<file path="config.mk">
export PLATFORM = sky130hd
export DESIGN_NAME = store_merge_unit
export DESIGN_NICKNAME = d
export VERILOG_FILES = /design/src/rtl/store_merge_unit_pkg.sv /design/src/rtl/store_merge_unit_lane_merge.sv /design/src/rtl/store_merge_unit.sv
export SDC_FILE = /design/constraint.sdc
export NUM_CORES = 1
export LEC_CHECK = 0
export BUFFER_PORTS_ARGS = -buffer_cell sky130_fd_sc_hd__buf_2
export CORE_MARGIN = 4
export CORE_UTILIZATION = 46
export DETAILED_ROUTE_END_ITERATION = 10
export GPL_TIMING_DRIVEN = 1
export MAX_ROUTING_LAYER = met4
export PLACE_DENSITY = 0.74
export SLEW_MARGIN = 20
export SYNTH_ARGS = -nofsm -noshare
export SYNTH_HDL_FRONTEND = slang
export SYNTH_SLANG_ARGS = --single-unit
export TNS_END_PERCENT = 1
</file>
<file path="constraint.sdc">
create_clock -name Clk -period 2.6 [get_ports Clk]
set_input_delay 0.26 -clock Clk [delete_from_list [all_inputs] [get_ports Clk]]
set_output_delay 0.26 -clock Clk [all_outputs]
set_load 0.005 [all_outputs]
</file>
<file path="src/rtl/store_merge_unit_pkg.sv">
// Shared types for the store merge unit: size codes, FSM states, misalignment predicate.
package store_pkg;

  localparam logic [1:0] SZ_BYTE = 2'b00;
  localparam logic [1:0] SZ_HALF = 2'b01;
  localparam logic [1:0] SZ_WORD = 2'b10;
  localparam logic [1:0] SZ_RSVD = 2'b11;

  typedef enum logic [1:0] {
    S_IDLE    = 2'b00,
    S_RD      = 2'b01,
    S_RD_WAIT = 2'b10,
    S_WRITE   = 2'b11
  } state_e;

  // True when the size/low-address pair cannot be stored as a naturally aligned access.
  function automatic logic is_misaligned(input logic [1:0] size, input logic [1:0] lo);
    logic mis;
    mis = 1'b0;
    case (size)
      SZ_HALF: mis = lo[0];
      SZ_WORD: mis = (lo != 2'b00);
      SZ_RSVD: mis = 1'b1;
      default: mis = 1'b0;
    endcase
    return mis;
  endfunction

endpackage

</file>
<file path="src/rtl/store_merge_unit_lane_merge.sv">
// Little-endian lane insert: overlays the store data onto the old memory word.
module store_lane_merge
  import store_pkg::*;
(
  input  logic [31:0] old_word,
  input  logic [31:0] data,
  input  logic [1:0]  size,
  input  logic [1:0]  lane,
  output logic [31:0] merged_word_c
);

  // Replace only the addressed byte/halfword; word stores pass straight through.
  always_comb begin
    merged_word_c = old_word;
    case (size)
      SZ_BYTE: begin
        case (lane)
          2'd0:    merged_word_c[7:0]   = data[7:0];
          2'd1:    merged_word_c[15:8]  = data[7:0];
          2'd2:    merged_word_c[23:16] = data[7:0];
          default: merged_word_c[31:24] = data[7:0];
        endcase
      end
      SZ_HALF: begin
        if (lane[1]) merged_word_c[31:16] = data[15:0];
        else         merged_word_c[15:0]  = data[15:0];
      end
      default: merged_word_c = data;
    endcase
  end

endmodule

</file>
<file path="src/rtl/store_merge_unit.sv">
// Store merge unit: SW writes directly, SB/SH do read-modify-write on a word-only memory.
// Optional build macro STORE_MISALIGN_TRAP_EN: misaligned requests pulse misalign instead of
// being silently aligned.
module store_merge_unit
  import store_pkg::*;
#(
  parameter int unsigned MEM_LAT = 1,
  parameter int unsigned ADDR_W  = 32
) (
  input  logic              Clk,
  input  logic              Reset,
  input  logic              req_valid,
  output logic              req_ready,
  input  logic [ADDR_W-1:0] req_addr,
  input  logic [31:0]       req_data,
  input  logic [1:0]        req_size,
  output logic [ADDR_W-3:0] mem_addr,
  output logic              mem_rd_en,
  input  logic [31:0]       mem_rd_data,
  output logic              mem_wr_en,
  output logic [31:0]       mem_wr_data,
  output logic              done,
  output logic              misalign
);

  localparam int unsigned CNT_W = 2;
  localparam int unsigned WA_W  = ADDR_W - 2;

  state_e             state_q, state_d;
  logic [CNT_W-1:0]   cnt_q, cnt_d;
  logic [31:0]        data_q, data_d;
  logic [1:0]         size_q, size_d;
  logic [1:0]         lane_q, lane_d;
  logic [WA_W-1:0]    mem_addr_q, mem_addr_d;
  logic               mem_rd_en_q, mem_rd_en_d;
  logic               mem_wr_en_q, mem_wr_en_d;
  logic [31:0]        mem_wr_data_q, mem_wr_data_d;
  logic               done_q, done_d;
  logic               misalign_q, misalign_d;

  logic [1:0]         eff_size_c;
  logic [1:0]         eff_lane_c;
  logic               req_mis_c;
  logic [31:0]        mrg_data_c;
  logic [1:0]         mrg_size_c;
  logic [1:0]         mrg_lane_c;
  logic [31:0]        merged_c;

  // Request normalisation: trap on misalignment, or force natural alignment.
  always_comb begin
    eff_size_c = req_size;
    eff_lane_c = req_addr[1:0];
`ifdef STORE_MISALIGN_TRAP_EN
    req_mis_c  = is_misaligned(req_size, req_addr[1:0]);
`else
    req_mis_c  = 1'b0;
    if (req_size == SZ_RSVD) eff_size_c = SZ_WORD;
    if (eff_size_c == SZ_HALF) eff_lane_c[0] = 1'b0;
    if (eff_size_c == SZ_WORD) eff_lane_c    = 2'b00;
`endif
  end

  // Merge operands come from the live request in IDLE, from the captured request otherwise.
  always_comb begin
    if (state_q == S_IDLE) begin
      mrg_data_c = req_data;
      mrg_size_c = eff_size_c;
      mrg_lane_c = eff_lane_c;
    end else begin
      mrg_data_c = data_q;
      mrg_size_c = size_q;
      mrg_lane_c = lane_q;
    end
  end

  store_lane_merge u_merge (
    .old_word      (mem_rd_data),
    .data          (mrg_data_c),
    .size          (mrg_size_c),
    .lane          (mrg_lane_c),
    .merged_word_c (merged_c)
  );

  // Next-state and registered strobe computation.
  always_comb begin
    state_d       = state_q;
    cnt_d         = cnt_q;
    data_d        = data_q;
    size_d        = size_q;
    lane_d        = lane_q;
    mem_addr_d    = mem_addr_q;
    mem_wr_data_d = mem_wr_data_q;
    mem_rd_en_d   = 1'b0;
    mem_wr_en_d   = 1'b0;
    done_d        = 1'b0;
    misalign_d    = 1'b0;

    case (state_q)
      S_IDLE: begin
        if (req_valid) begin
          data_d = req_data;
          size_d = eff_size_c;
          lane_d = eff_lane_c;
          if (req_mis_c) begin
            misalign_d = 1'b1;
          end else if (eff_size_c == SZ_WORD) begin
            state_d       = S_WRITE;
            mem_addr_d    = req_addr[ADDR_W-1:2];
            mem_wr_data_d = merged_c;
            mem_wr_en_d   = 1'b1;
            done_d        = 1'b1;
          end else begin
            state_d     = S_RD;
            mem_addr_d  = req_addr[ADDR_W-1:2];
            mem_rd_en_d = 1'b1;
          end
        end
      end
      S_RD: begin
        state_d = S_RD_WAIT;
        cnt_d   = CNT_W'(MEM_LAT - 1);
      end
      S_RD_WAIT: begin
        if (cnt_q == '0) begin
          state_d       = S_WRITE;
          mem_wr_data_d = merged_c;
          mem_wr_en_d   = 1'b1;
          done_d        = 1'b1;
        end else begin
          cnt_d = cnt_q - CNT_W'(1);
        end
      end
      default: begin
        state_d = S_IDLE;
      end
    endcase
  end

  // State and output registers with synchronous reset that aborts any in-flight store.
  always_ff @(posedge Clk) begin
    if (Reset) begin
      state_q       <= S_IDLE;
      cnt_q         <= '0;
      data_q        <= '0;
      size_q        <= SZ_BYTE;
      lane_q        <= '0;
      mem_addr_q    <= '0;
      mem_rd_en_q   <= 1'b0;
      mem_wr_en_q   <= 1'b0;
      mem_wr_data_q <= '0;
      done_q        <= 1'b0;
      misalign_q    <= 1'b0;
    end else begin
      state_q       <= state_d;
      cnt_q         <= cnt_d;
      data_q        <= data_d;
      size_q        <= size_d;
      lane_q        <= lane_d;
      mem_addr_q    <= mem_addr_d;
      mem_rd_en_q   <= mem_rd_en_d;
      mem_wr_en_q   <= mem_wr_en_d;
      mem_wr_data_q <= mem_wr_data_d;
      done_q        <= done_d;
      misalign_q    <= misalign_d;
    end
  end

  assign req_ready   = (state_q == S_IDLE);
  assign mem_addr    = mem_addr_q;
  assign mem_rd_en   = mem_rd_en_q;
  assign mem_wr_en   = mem_wr_en_q;
  assign mem_wr_data = mem_wr_data_q;
  assign done        = done_q;
  assign misalign    = misalign_q;

endmodule

</file>
======== Yosys cells after proc, flatten, opt, wreduce, memory -nomap -nowiden ========
Cells that the tools add are included.
storage, ports and cells
  register bits ........................... 104
  input port bits ......................... 101
  output and inout port bits .............. 67
  word-level logic and storage cells ...... 64
cells by class
  add/subtract/negate cells ............... 1
  equal/unequal tests ..................... 12
  multiplexer cells ....................... 28
  bitwise logic cells ..................... 2
  reductions and logical operators ........ 12
operator list
  kind                 number
  $mux 32              4
  $pmux 32 s2          2
  $mux 16              2
  $mux 8               4
  $mux 2               8
  $eq 2x1->1 const B   4
  $eq 2x2->1 const B   4
  $logic_not 2->1      4
  $ne 2x2->1 const B   3
  $pmux 2 s3           1
  $reduce_and 2->1     3
  $reduce_or 3->1      2
  $mux 1               5
  $pmux 2 s2           1
  $reduce_and 4->1     1
  $reduce_bool 2->1    2
  $ne 2x1->1 const B   1
  $not 1->1            2
  $pmux 1 s2           1
  $sub 2x1->2 const B  1

======== Depth between registers and ports, before layout ========
  depth in word-level cells ............... 13
  mapped depth ............................ 10
  mapped depth without buffers ............ 7

======== Cells and area by module ========
A second synthesis with hierarchy kept.
unflattened totals
  cell total of the unflattened synthesis .. 619
  area total of the unflattened synthesis .. 5559.1 um^2
modules (own cells, without submodules)
  module            instances  cells each  area an instance (um^2)  seq. area each (um^2)
  store_merge_unit  1          509         4633.2                   2082.0
  store_lane_merge  1          110         925.9                    0.0

======== Worst setup path before layout ========
No wires, ideal clock.
  kind .................................... register to register
  start ................................... register state_q[0]
  end ..................................... register mem_wr_data_q[22] (netlist: mem_wr_data[22])
  library setup time ...................... 0.137 ns
  arrival time ............................ 1.904 ns
  setup slack ............................. 0.559 ns
  stages on the path, launching flop included .. 9
  buffers on the path ..................... 1
  cell sequence ........................... dfxtp_1 -> inv_1 -> ha_1 -> buf_6 -> nand2b_1 -> a211oi_4 -> mux2_2 -> a21oi_1 -> nor3_1
between the ends
  cells in the longest elaborated chain, start to end .. 8
  elaborated cells on any way between the ends .. 20
ends and longest elaborated chain
  item                    line                               source
  from (decl)             store_merge_unit.sv:29             state_e state_q, state_d;
  from (signal assigned)  store_merge_unit.sv:154            state_q <= state_d;
  $logic_not 2->1 (*)     -
  via req_ready           store_merge_unit.sv:13             output logic req_ready,
  $mux 2                  store_merge_unit.sv:65             if (state_q == S_IDLE) begin
  $eq 2x2->1              store_merge_unit_lane_merge.sv:17  case (lane)
  $mux 8                  store_merge_unit_lane_merge.sv:17
  $pmux 32 s2             store_merge_unit_lane_merge.sv:15  case (size)
  $mux 32                 store_merge_unit.sv:106            end else if (eff_size_c == SZ_WORD) begin
  $mux 32                 store_merge_unit.sv:100            if (req_valid) begin
  $pmux 32 s2             store_merge_unit.sv:98             case (state_q)
  to (signal assigned)    store_merge_unit.sv:162            mem_wr_data_q <= mem_wr_data_d;
  to (decl)               store_merge_unit.sv:37             logic [31:0] mem_wr_data_q, mem_wr_data_d;
Mark *: on every way through the listed nets, which the timed path passes. The rest lies on a longest branch. The select of a mux whose other input is x is not followed.
A chain may end at the register's enable or synchronous reset.

======== Final worst setup path ========
  start ................................... register state_q[0]
  end ..................................... register mem_wr_data_q[11] (netlist: mem_wr_data[11])
between the ends
  cells in the longest elaborated chain, start to end .. 8
  elaborated cells on any way between the ends .. 20
ends and longest elaborated chain
  item             line
  $logic_not 2->1  store_merge_unit.sv:65, store_merge_unit.sv:98
  $mux 2           store_merge_unit.sv:65
  $eq 2x1->1       store_merge_unit_lane_merge.sv:17
  $mux 8           store_merge_unit_lane_merge.sv:17
  $pmux 32 s2      store_merge_unit_lane_merge.sv:15
  $mux 32          store_merge_unit.sv:106
  $mux 32          store_merge_unit.sv:100
  $pmux 32 s2      store_merge_unit.sv:98
Parallel ways exist; a longest one is shown, timed or not. The select of a mux whose other input is x is not followed.

==> out/metrics.sh <==
DRV_CAP=0
CLOCK_LATENCY_NS=0.37
CRITICAL_PATH_BUF_INV_COUNT=2
STARTPOINT_TYPE='flop'
DIE_WIDTH_UM=113
CELLLEAKAGEPOWER_nW=2.71
CORE-AREA_UM2=10800
FINALWIRELENGTH_UM=15000
YOSYSUNIQUECELLTYPES=50
HOLD_CLASS='in2reg'
HOLD-PATH-CELL-COUNT=3
MAPPEDNETLISTNETS=726
DR.FIRST_ITER.DRC_COUNT=426
TOTAL_POWER_mW=6.85
GRT_REMAINING_OVERFLOW=0
PLACE.DETAILED.HPWL_UM=10700
STANDARD_CELL_ROW_COUNT=38
ROUTE.DETAILED.VIAS_PER_INST=5.49
MET3_USAGE_GRT_PCT=3.42
SETUP_TOTAL_NEGATIVE_SLACK_NS=0
FINAL_CORE_UTILIZATION_PCT=57.2
GR-USAGE-MET2_PCT=36.8
FMAX_MHz=417
MAX-VDD-IR-DROP_V=0.000479
DR.PASS1.ITERS=5
SYNTH.AVG_CELL_AREA_UM2=8.16
REG2REGPATHDEPTH=8
DIE_H_UM=113
ANTENNADIODECOUNT=0
TIMING.FINAL.CRIT_SHARE_PCT=92.2
DRC=0
FINALNONFILLERCELLS=913
CRIT_PATH_MAX_FANOUT=34
CRITPATHSLOWESTCELL='sky130_fd_sc_hd__a211o_1'
STATUS='finished clean'
EFFECTIVE_UTILIZATION_AT_FLOORPLAN_PCT=46.9
CLOCK_SINKS=104
GRT_FIRST_PASS_WIRELENGTH_UM=23600
LARGEST_NET_DEGREE_AT_THE_START_OF_GLOBAL_ROUTING=54
ANT_NETS_AFTER_ROUTE=0
IO_BUFFER_COUNT=166
IOPINCOUNT=168
WORST-ENDPOINT-REQUIRED_NS=2.83
GRT_UTIL_ALL_LAYERS_PCT=23.6
SYNTHCELLS=621
WORSTSETUPENDPOINTTYPE='flop'
CP.ARRIVAL_NS=2.63
PATH_DELAY_FAMILY='compound AO/OA/AOI/OAI gates'
POSTCTSHOLDBUFS=0
TIMING.SLEW.HEADROOM_PCT=54.9
NUMBER_OF_ANTENNA_VIOLATIONS_AT_THE_FIRST_CHECK_IN_GLOBAL_ROUTING=0
CPPEAKSTAGEDELAY_NS=0.52
GRTUSAGEMET1_PCT=31.3
YOSYS_MOST_USED_DFF='sky130_fd_sc_hd__dfxtp_1'
TIGHTEST_SLEW_NS=0.675
YS_SEQ_ELEMENTS=104
FIN_CRIT_NS=2.40
CTS.PATH.MAX_BUFFERS=2
SYNTHESIS.AREA_UM2=5070
FIN_NETS=873
GP_CONGESTION=0.893
SKEW_FINAL_NS=0.0122
FINALSETUPVIOLATIONS=0
SYNTHDOMINANTAREACELLTYPE='sky130_fd_sc_hd__dfxtp_1'
PLACE_INST=897
CLK_PIN_SLEW_NS=0.10
DRIVE_GT1_SHARE_PCT=29.0
AREA_OVERHEAD_VS_SYNTH_PCT=21.9
TOP_USAGE_LAYER='met2'
PATH_CLASS='reg2reg'
SYNTHTOPCELLSBYAREA='sky130_fd_sc_hd__dfxtp_1, sky130_fd_sc_hd__nand2_1, sky130_fd_sc_hd__a21oi_1'
SYNTH_LARGEST_TYPE_AREA_FRACTION_PCT=41.1
CLOCK_TREE_FROM_TRITONCTS='built'
WIRE_PER_INST_UM=16.4
SYNTH_EDF_COUNT=0
CLOCK_TREE.HTREE_LEVEL_COUNT=3
POST_CTS.REPAIR.SETUP_BUFFERS=0
NUMBER_OF_VIAS_IN_THE_ROUTED_LAYOUT=5012
FIRST_GLOBAL_VIAS=4676
RSZ_0062_RAISED_AFTER_GLOBAL_ROUTING='no'
CTS-ROOT-BUF='sky130_fd_sc_hd__clkbuf_8'
CTS-BUFFERS-INSERTED=9
ASYNC_RESET_FF_SHARE_PCT=0
CRITICAL_PATH.CELL_CHAIN='inv_1 -> ha_1 -> nor2b_1 -> a211o_1 -> buf_12 -> nor2_1 -> a22oi_1 -> o221ai_1'
DIE_AREA_UM2=12800
YOSYS_WARNINGS=0
CTS_RESIZED=0
POWER_DENSITY_nW_PER_UM2=1110
POST_SYNTHESIS_SEQUENTIAL_AREA_RATIO_PCT=41.1
TIMING.FINAL.MAX_SLEW_VIOLATIONS=0
CP.DEPTH=8
FINALHOLDVIOLATIONS=0
==> path summary, 6_finish.rpt <==
path                                       from         endpoint  slack, ns
worst max-delay path                 state_q[0]  mem_wr_data[11]       0.20
worst min-delay path            mem_rd_data[10]  mem_wr_data[10]       0.09
worst max register to register       state_q[0]  mem_wr_data[11]       0.20
worst min register to register      mem_addr[1]      mem_addr[1]       0.46
==> worst min-delay path, stage by stage <==
cell and delay, ns:
sky130_fd_sc_hd__buf_2 0.08, sky130_fd_sc_hd__nand2_1 0.04, sky130_fd_sc_hd__o221ai_1 0.05
==> cell usage in the layout (no fill, tap or decap), types with 2 or more instances in the layout <==
master                        n
sky130_fd_sc_hd__inv_1        8
sky130_fd_sc_hd__buf_12       3
sky130_fd_sc_hd__a32oi_1      2
sky130_fd_sc_hd__mux2_2       6
sky130_fd_sc_hd__o21ai_0      5
sky130_fd_sc_hd__dfxtp_1    104
sky130_fd_sc_hd__a211oi_4     2
sky130_fd_sc_hd__buf_4       17
sky130_fd_sc_hd__a21oi_1    103
sky130_fd_sc_hd__clkbuf_8     9
sky130_fd_sc_hd__a2bb2oi_1    5
sky130_fd_sc_hd__nand2b_1     3
sky130_fd_sc_hd__nor3_1       7
sky130_fd_sc_hd__buf_2      165
sky130_fd_sc_hd__clkbuf_1     2
sky130_fd_sc_hd__a21o_1       4
sky130_fd_sc_hd__clkinv_4     2
sky130_fd_sc_hd__ha_1         3
sky130_fd_sc_hd__nor2b_1      5
sky130_fd_sc_hd__a22oi_1      7
sky130_fd_sc_hd__a211oi_2     5
sky130_fd_sc_hd__o221ai_1     7
sky130_fd_sc_hd__o22ai_1      3
sky130_fd_sc_hd__nand2_1    157
sky130_fd_sc_hd__a211o_1      5
sky130_fd_sc_hd__mux2i_1     21
sky130_fd_sc_hd__o21bai_1     2
sky130_fd_sc_hd__a311oi_1     8
sky130_fd_sc_hd__nor2_1      45
sky130_fd_sc_hd__clkinv_2     2
sky130_fd_sc_hd__mux2_1      10
sky130_fd_sc_hd__o211ai_1    14
sky130_fd_sc_hd__a211oi_1     9
==> final cells by class <==
type | count | area (um^2)
fill | 1037 | 4620
clock buffer | 11 | 131
tap | 140 | 175
multi-input combinational | 460 | 2690
inverter | 8 | 30.0
timing repair buffer | 185 | 1010
clock inverter | 5 | 57.6
sequential | 104 | 2080
==> state kept, by name, summed over array words and instances, names as in the netlist <==
| name | cells |
|---|---|
| mem_rd_en | 1 |
| mem_addr | 30 |
| state_q | 2 |
| done | 1 |
| mem_wr_data | 32 |
| size_q | 2 |
| cnt_q | 2 |
| data_q | 32 |
| lane_q | 2 |
==> metrics by stage <==
stage | setup WS [ns] | hold slack, ns | instance area [um^2]
2_1_floorplan | 0.559 | 0.376 | 5070
3_3_place_gp | 0.361 | 0.438 | 5990
3_5_place_dp | 0.235 | 0.444 | 5990
4_1_cts | 0.222 | 0.0731 | 6180
5_1_grt | 0.0746 | 0.0795 | 6180
6_report | 0.202 | 0.0912 | 6180
==> where the power goes <==
group	internal [mW]	switching (mW)	total [mW]
clock	0.447	0.570	1.02
combinational	1.48	2.14	3.62
sequential	1.99	0.228	2.22
==> cells by family (layout without fill, tap and decap cells) <==
group                    Yosys count  after routing  synth area share [%]
AND/OR/NAND/NOR                  229            229                  18.6
multiplexers                      38             38                  8.15
AO/OA/AOI/OAI                    188            188                  25.1
other                              1              1                0.0740
flip-flops                       104            104                  41.1
buffers and inverters             57            209                  6.00
adder cells (fa/ha/maj)            4              4                 0.988
==> synthesized netlist by cell type (2+ instances only) <==
library cell and instances:
sky130_fd_sc_hd__nand2_1 158, sky130_fd_sc_hd__dfxtp_1 104, sky130_fd_sc_hd__a21oi_1 103, sky130_fd_sc_hd__nor2_1 45
sky130_fd_sc_hd__clkbuf_1 21, sky130_fd_sc_hd__mux2i_1 21, sky130_fd_sc_hd__buf_2 15, sky130_fd_sc_hd__o211ai_1 14
sky130_fd_sc_hd__mux2_1 10, sky130_fd_sc_hd__a211oi_1 9, sky130_fd_sc_hd__a311oi_1 8, sky130_fd_sc_hd__inv_1 8
sky130_fd_sc_hd__a22oi_1 7, sky130_fd_sc_hd__buf_6 7, sky130_fd_sc_hd__nor3_1 7, sky130_fd_sc_hd__o221ai_1 7
sky130_fd_sc_hd__mux2_2 6, sky130_fd_sc_hd__a211o_1 5, sky130_fd_sc_hd__a211oi_2 5, sky130_fd_sc_hd__a2bb2oi_1 5
sky130_fd_sc_hd__buf_4 5, sky130_fd_sc_hd__nor2b_1 5, sky130_fd_sc_hd__o21ai_0 5, sky130_fd_sc_hd__a21o_1 4
sky130_fd_sc_hd__ha_1 4, sky130_fd_sc_hd__nand2b_1 3, sky130_fd_sc_hd__o22ai_1 3, sky130_fd_sc_hd__a211oi_4 2
sky130_fd_sc_hd__a32oi_1 2, sky130_fd_sc_hd__and2_1 2, sky130_fd_sc_hd__o21bai_1 2
==> layer usage <==
metal	share of wire (%)	up-vias	routed length [um]
li1	-	2452	-
met1	44	2346	6580
met2	46	185	6960
met3	7.3	29	1090
met4	2.2	0	333
met5	0	-	0
Note: power is estimated with default switching activity, not from simulation.
